**config.mk**
```make
export PLATFORM = sky130hd
export DESIGN_NAME = ps2_kbd_rx
export DESIGN_NICKNAME = d
export VERILOG_FILES = /design/src/rtl/ps2_kbd_rx.sv
export SDC_FILE = /design/constraint.sdc
export NUM_CORES = 1
export LEC_CHECK = 0
export ABC_AREA = 0
export CORE_MARGIN = 4
export CORE_UTILIZATION = 30
export CTS_CLUSTER_DIAMETER = 50
export CTS_CLUSTER_SIZE = 12
export DETAILED_ROUTE_END_ITERATION = 7
export PLACE_DENSITY = 0.56
export SYNTH_ARGS = -nofsm -noshare
export SYNTH_HDL_FRONTEND = slang
export SYNTH_SLANG_ARGS = --single-unit
```
**constraint.sdc**
```tcl
create_clock -name clk_i -period 4.2 [get_ports clk_i]
set_clock_uncertainty 0.15 [all_clocks]
set_input_delay 0.63 -clock clk_i [delete_from_list [all_inputs] [get_ports clk_i]]
set_output_delay 0.63 -clock clk_i [all_outputs]
set_load 0.01 [all_outputs]
```
**src/rtl/ps2_kbd_rx.sv**
```systemverilog
`default_nettype none
// ============================================================================
//  Module      : ps2_kbd_rx
//  Description : PS/2 keyboard receiver. Synchronises the pad clock/data,
//                deframes 11-bit odd-parity frames and buffers good bytes in a
//                first-word fall-through FIFO with sticky error flags.
//  Revision    : 1.0 - initial release
// ============================================================================
module ps2_kbd_rx #(
    parameter int FIFO_DEPTH  = 8,
    parameter int TIMEOUT_CYC = 2400
) (
    input  logic                          clk_i,
    input  logic                          rst_i,
    input  logic                          ps2_clk_i,
    input  logic                          ps2_dat_i,
    input  logic                          en_i,
    input  logic                          rd_i,
    input  logic                          clr_i,
    output logic [7:0]                    dat_o,
    output logic                          valid_o,
    output logic [$clog2(FIFO_DEPTH):0]   cnt_o,
    output logic                          perr_o,
    output logic                          ovf_o,
    output logic                          irq_o
);

    localparam int                c_AW   = $clog2(FIFO_DEPTH);
    localparam int                c_TW   = $clog2(TIMEOUT_CYC + 1);
    localparam logic [c_AW:0]     c_FULL = (c_AW + 1)'(FIFO_DEPTH);
    localparam logic [c_TW-1:0]   c_TMO  = c_TW'(TIMEOUT_CYC);

    typedef enum logic [1:0] {
        IDLE   = 2'd0,
        DATA   = 2'd1,
        PARITY = 2'd2,
        STOP   = 2'd3
    } state_t;

    // Synchroniser and edge-history flops; idle-high so reset never looks like a fall
    logic r_clk_s1, r_clk_s2, r_clk_d;
    logic r_dat_s1, r_dat_s2;
    logic w_fall;

    // Deframer state
    state_t          r_state, w_state_nxt;
    logic [2:0]      r_bitcnt;
    logic [7:0]      r_shift;
    logic            r_parity;
    logic [c_TW-1:0] r_tmo;
    logic            w_tmo_hit;
    logic            w_push;
    logic            w_frame_err;
    logic            w_tmo_err;

    // FIFO
    logic [7:0]      r_mem [FIFO_DEPTH];
    logic [c_AW-1:0] r_wr_ptr, r_rd_ptr;
    logic [c_AW:0]   r_cnt;
    logic            w_full, w_pop, w_wr, w_ovf;

    logic            r_perr, r_ovf;

    // Two-flop synchronisers plus one delay stage for fall detection
    always_ff @(posedge clk_i) begin
        if (rst_i) begin
            r_clk_s1 <= 1'b1;
            r_clk_s2 <= 1'b1;
            r_clk_d  <= 1'b1;
            r_dat_s1 <= 1'b1;
            r_dat_s2 <= 1'b1;
        end else begin
            r_clk_s1 <= ps2_clk_i;
            r_clk_s2 <= r_clk_s1;
            r_clk_d  <= r_clk_s2;
            r_dat_s1 <= ps2_dat_i;
            r_dat_s2 <= r_dat_s1;
        end
    end

    assign w_fall    = r_clk_d & ~r_clk_s2;
    assign w_tmo_hit = (r_state != IDLE) && (r_tmo == c_TMO);

    // Next-state and frame-event decode; disable and timeout override bit handling
    always_comb begin
        w_state_nxt = r_state;
        w_push      = 1'b0;
        w_frame_err = 1'b0;
        w_tmo_err   = 1'b0;
        if (!en_i) begin
            w_state_nxt = IDLE;
        end else if (w_tmo_hit) begin
            w_state_nxt = IDLE;
            w_tmo_err   = 1'b1;
        end else if (w_fall) begin
            case (r_state)
                IDLE:    if (!r_dat_s2) w_state_nxt = DATA;
                DATA:    if (r_bitcnt == 3'd7) w_state_nxt = PARITY;
                PARITY:  w_state_nxt = STOP;
                STOP: begin
                    w_state_nxt = IDLE;
                    // Odd parity across data+parity, and a high stop bit
                    if ((^{r_shift, r_parity}) && r_dat_s2) w_push = 1'b1;
                    else                                    w_frame_err = 1'b1;
                end
                default: w_state_nxt = IDLE;
            endcase
        end
    end

    // State register and shift/parity capture on PS/2 clock falls
    always_ff @(posedge clk_i) begin
        if (rst_i) begin
            r_state  <= IDLE;
            r_bitcnt <= 3'd0;
            r_shift  <= 8'h00;
            r_parity <= 1'b0;
        end else begin
            r_state <= w_state_nxt;
            if (!en_i || w_tmo_hit) begin
                r_bitcnt <= 3'd0;
                r_shift  <= 8'h00;
            end else if (w_fall) begin
                case (r_state)
                    IDLE: begin
                        r_bitcnt <= 3'd0;
                        r_shift  <= 8'h00;
                    end
                    DATA: begin
                        r_shift  <= {r_dat_s2, r_shift[7:1]};
                        r_bitcnt <= r_bitcnt + 3'd1;
                    end
                    PARITY:  r_parity <= r_dat_s2;
                    default: ;
                endcase
            end
        end
    end

    // Inter-edge watchdog: restarts on each fall, idles at zero outside a frame
    always_ff @(posedge clk_i) begin
        if (rst_i || !en_i || w_fall || (r_state == IDLE)) begin
            r_tmo <= '0;
        end else if (r_tmo != c_TMO) begin
            r_tmo <= r_tmo + 1'b1;
        end
    end

    assign w_full = (r_cnt == c_FULL);
    assign w_pop  = rd_i && (r_cnt != '0);
    assign w_wr   = w_push && (!w_full || w_pop);
    assign w_ovf  = w_push && w_full && !w_pop;

    // FIFO storage; contents are masked at the output while empty
    always_ff @(posedge clk_i) begin
        if (w_wr) r_mem[r_wr_ptr] <= r_shift;
    end

    // FIFO pointers and occupancy; pointers wrap naturally at the power-of-two depth
    always_ff @(posedge clk_i) begin
        if (rst_i) begin
            r_wr_ptr <= '0;
            r_rd_ptr <= '0;
            r_cnt    <= '0;
        end else begin
            if (w_wr)  r_wr_ptr <= r_wr_ptr + 1'b1;
            if (w_pop) r_rd_ptr <= r_rd_ptr + 1'b1;
            case ({w_wr, w_pop})
                2'b10:   r_cnt <= r_cnt + 1'b1;
                2'b01:   r_cnt <= r_cnt - 1'b1;
                default: r_cnt <= r_cnt;
            endcase
        end
    end

    // Sticky error flags; a new error in the clear cycle keeps the flag set
    always_ff @(posedge clk_i) begin
        if (rst_i) begin
            r_perr <= 1'b0;
            r_ovf  <= 1'b0;
        end else begin
            if (w_frame_err || w_tmo_err) r_perr <= 1'b1;
            else if (clr_i)               r_perr <= 1'b0;
            if (w_ovf)                    r_ovf  <= 1'b1;
            else if (clr_i)               r_ovf  <= 1'b0;
        end
    end

    assign valid_o = (r_cnt != '0);
    assign dat_o   = valid_o ? r_mem[r_rd_ptr] : 8'h00;
    assign cnt_o   = r_cnt;
    assign perr_o  = r_perr;
    assign ovf_o   = r_ovf;
    assign irq_o   = valid_o & en_i;

endmodule
`default_nettype wire

```
==> reports/metrics.sh <==
DETAIL_ROUTE.WIRELENGTH_UM=8650
DESIGN_AREA_MM2=0.00542
AVG_INST_SIZE_SYNTH_UM2=13.7
ANTENNA_CELLS=0
FLOORPLAN.IO_PINS=23
YOSYS.AREA.TOP_TYPE='sky130_fd_sc_hd__edfxtp_1'
POST-ROUTE-DRC-COUNT=0
NNETSFINAL=386
SYNTH.LIB_CELLS_USED.DISTINCT=46
POST-LAYOUT-TOTAL-POWER_mW=2.31
GR-TOTAL-OVERFLOW=0
GRT_MAX_DEGREE=26
SYNTH_NETS=356
BUFFER_PORTS.INSERTED=22
RUN_STATUS='finished, final reports clean'
CRIT_PATH_CELLS='xnor2_1 > xnor3_1 > xnor2_2 > and3_4 > nand2b_4 > inv_4 > ha_1 > a21o_1 > a21oi_1 > nor3_1 > a22oi_2 > mux2_1'
CLOCK_TREE.ROOT_CELL='sky130_fd_sc_hd__clkbuf_16'
PEAKVDDDROP_mV=0.189
SYNTHDOMINANTCELLAREASHARE_PCT=41.8
VIAS_IN_THE_FIRST_GLOBAL_ROUTE=2666
POST-SYNTH-TOP-COUNT-CELL='sky130_fd_sc_hd__edfxtp_1'
PERIOD_UTILIZATION_PCT=80.6
SLEW_HEADROOM_PCT=14.7
WL_PER_CELL_UM=15.5
NUMBER_OF_SETUP_VIOLATIONS_IN_THE_FINAL_REPORT=0
ANT_NETS=0
MULTIINPUTGATEAREA_MM2=0.00168
SYNTH_ENABLE_FLOP_CELLS=64
HOLD_PATH.CLASS='flip-flop to flip-flop'
HTREE_LEVELS=3
SYNTH.YOSYS.SEQ_AREA_SHARE_PCT=61.8
LAYOUT_MIN_CYCLE_TIME_NS=3.39
SEQCELLAREA_MM2=0.00284
MAX_CAP_VIOLATIONS=0
FINALHOLDWORSTSLACK_NS=0.263
CRITPATHCAPTURETYPE='flip-flop'
POWER_DENSITY_mW_PER_MM2=426
SYNTH.FF_LATCH_COUNT=110
WORST_PIN_SLEW_NS=1.27
GR-USAGE-ALL-LAYERS_PCT=10.5
CP_NUM_BUF_INV=1
PLACE_AREA_MM2=0.00509
DRIVE_GT1_SHARE_PCT=15.9
CHIPHEIGHT_UM=132
GRT_PASS1_WL_UM=14300
ASYNC_FLOP_SHARE_PCT=0
POST_CTS_HOLD_BUFFER_COUNT=0
DIE_AREA_MM2=0.0174
TOTAL_NEGATIVE_SLACK_FOR_SETUP_CHECKS_NS=0
MOST_USED_STANDARD_CELLS_IN_THE_SYNTHESIZED_NETLIST='64 x sky130_fd_sc_hd__edfxtp_1, 50 x sky130_fd_sc_hd__nor2_1, 46 x sky130_fd_sc_hd__dfxtp_1'
CP_SLOWEST_STAGE_DELAY_NS=0.54
CRITPATHLAUNCHTYPE='flip-flop'
VIA_COUNT_OF_THE_ROUTED_DESIGN=2605
CP_MAX_FO=11
AREA_DELTA_SYNTH_FINAL_PCT=17.8
CTS_BUFFER_DEPTH=2
NETLIST_AREA_MM2=0.00460
SLEW_VIOLATIONS=0
COREAREA_MM2=0.0151
CLOCK_INSERTION_DELAY_WORST_SKEW_NS=0.35
POST-CTS-SETUP-BUFFER-COUNT=0
CTS-BUFFERS-INSERTED=9
SYNTH_CELLS=336
INITIAL_UTILIZATION_PCT=30.5
FMAXACHIEVABLE_GHz=0.295
POST_CTS.RESIZED_INSTANCES=0
PLACE.GP.CONGESTION=0.712
YOSYS_WARNINGS=0
SYNTHFLOPTYPE='sky130_fd_sc_hd__edfxtp_1'
DRTPASS1ITERATIONS=4
DRT_FIRST_ITER_VIOLATIONS=95
CRIT_REQUIRED_NS=4.29
SYNTH.AREA.TOP_CELLS='sky130_fd_sc_hd__edfxtp_1 42%, sky130_fd_sc_hd__dfxtp_1 20%, sky130_fd_sc_hd__mux4_2 7.8%'
N_FILL_CELL=1455
LEAKAGEPOWER_nW=1.77
PLACEMENT_ROWS=45
AVGVIACOUNTPERCELL=4.66
INITIAL_ANTENNA_VIOLATION_COUNT=0
WORSTSETUPPATHTYPE='flip-flop to flip-flop'
CRITICAL-PATH-SLOWEST-CELL='sky130_fd_sc_hd__dfxtp_1'
HOLD_VIOLATIONS=0
CLK_PIN_SLEW_NS=0.07
CTS.SINKS=110
ARRIVAL_NS=3.48
TRITONCTS='yes'
PLACE_HPWL_UM=5660
LAYOUT.CORE_UTILIZATION_PCT=35.9
FP.DIEW_UM=132
PATH_DELAY_FAMILY='XOR/XNOR gates'
GRT_SETUP_UNREPAIRED='false'
## metrics by stage
stage	instances	worst slack, ns
global placement	543	0.846
floorplan	336	1.09
finish	559	0.813
global route	559	0.561
detailed placement	543	0.780
CTS	559	0.822
## registers in the layout, indices dropped and copies added (netlist names), named ones only
| name | flops |
|---|---|
| r_clk_d | 1 |
| ovf_o | 1 |
| r_state | 2 |
| r_mem | 64 |
| r_dat_s1 | 1 |
| perr_o | 1 |
| r_tmo | 12 |
| r_shift | 8 |
| r_wr_ptr | 3 |
| r_clk_s1 | 1 |
| r_dat_s2 | 1 |
| r_rd_ptr | 3 |
| r_bitcnt | 3 |
| r_clk_s2 | 1 |
| cnt_o | 4 |
| r_parity | 1 |
## area by class of cell
cell class	count	area share (%)
multi-input combinational	203	30.9
clock buffer	9	4.15
clock inverter	7	1.94
inverter	9	0.669
timing repair buffer	33	5.58
tap	188	4.34
sequential	110	52.4
## cells in the final DEF, fill, tap and decap left out, types with 2 or more instances in the layout
| cell | instances |
|---|---|
| sky130_fd_sc_hd__mux2i_1 | 12 |
| sky130_fd_sc_hd__nor4b_1 | 2 |
| sky130_fd_sc_hd__clkdlybuf4s50_1 | 22 |
| sky130_fd_sc_hd__mux2_1 | 4 |
| sky130_fd_sc_hd__edfxtp_1 | 64 |
| sky130_fd_sc_hd__nor3_1 | 6 |
| sky130_fd_sc_hd__buf_4 | 11 |
| sky130_fd_sc_hd__dfxtp_1 | 46 |
| sky130_fd_sc_hd__nor2b_1 | 3 |
| sky130_fd_sc_hd__xnor2_2 | 2 |
| sky130_fd_sc_hd__nor3b_1 | 3 |
| sky130_fd_sc_hd__inv_1 | 7 |
| sky130_fd_sc_hd__clkbuf_16 | 9 |
| sky130_fd_sc_hd__nand2b_1 | 4 |
| sky130_fd_sc_hd__nand3_1 | 9 |
| sky130_fd_sc_hd__nand4_1 | 2 |
| sky130_fd_sc_hd__a21oi_1 | 6 |
| sky130_fd_sc_hd__inv_8 | 3 |
| sky130_fd_sc_hd__xnor2_1 | 10 |
| sky130_fd_sc_hd__nor2_1 | 50 |
| sky130_fd_sc_hd__mux4_2 | 16 |
| sky130_fd_sc_hd__and2_1 | 3 |
| sky130_fd_sc_hd__and3_1 | 3 |
| sky130_fd_sc_hd__xor2_1 | 8 |
| sky130_fd_sc_hd__and4b_1 | 2 |
| sky130_fd_sc_hd__ha_1 | 12 |
| sky130_fd_sc_hd__or2_2 | 5 |
| sky130_fd_sc_hd__o21ai_0 | 2 |
| sky130_fd_sc_hd__nand2_1 | 12 |
| sky130_fd_sc_hd__a22oi_1 | 10 |
| sky130_fd_sc_hd__nor4_1 | 2 |
| sky130_fd_sc_hd__bufinv_16 | 2 |
## where the power goes
part	switching [mW]	total, mW	leakage, nW	internal (mW)
registers	0.0117	1.15	0.917	1.14
clock network	0.403	0.936	0.159	0.533
logic	0.102	0.222	0.696	0.121
total	0.516	2.31	1.77	1.79
## cells by family after synthesis
family                   share of synthesized area (%)
XOR/XNOR                                          4.62
flip-flops                                        61.8
adder cells (fa/ha/maj)                           3.70
AO/OA/AOI/OAI                                     3.67
multiplexers                                      11.4
AND/OR/NAND/NOR                                   12.9
buffers and inverters                             1.96
## layer usage
layer | wire [um] | global-route usage [%] | vias to the layer above
met4 | 131 | 3.50 | 0
met1 | 4350 | 14.4 | 1265
met2 | 3830 | 15.8 | 44
met3 | 349 | 3.13 | 11
li1 | - | - | 1285
met5 | 0 | 0 | -
## final timing paths
path / start / to / slack [ns] / cells past startpoint
max: r_shift[3]$_SDFFE_PP0P_ / cnt_o[3]$_SDFFE_PP0P_ / 0.81 / 12
min: r_dat_s1$_SDFF_PP1_ / r_dat_s2$_SDFF_PP1_ / 0.26 / 1
max reg2reg: r_shift[3]$_SDFFE_PP0P_ / cnt_o[3]$_SDFFE_PP0P_ / 0.81 / 12
min reg2reg: r_dat_s1$_SDFF_PP1_ / r_dat_s2$_SDFF_PP1_ / 0.26 / 1
No activity file was read; power rests on OpenSTA's default activity.
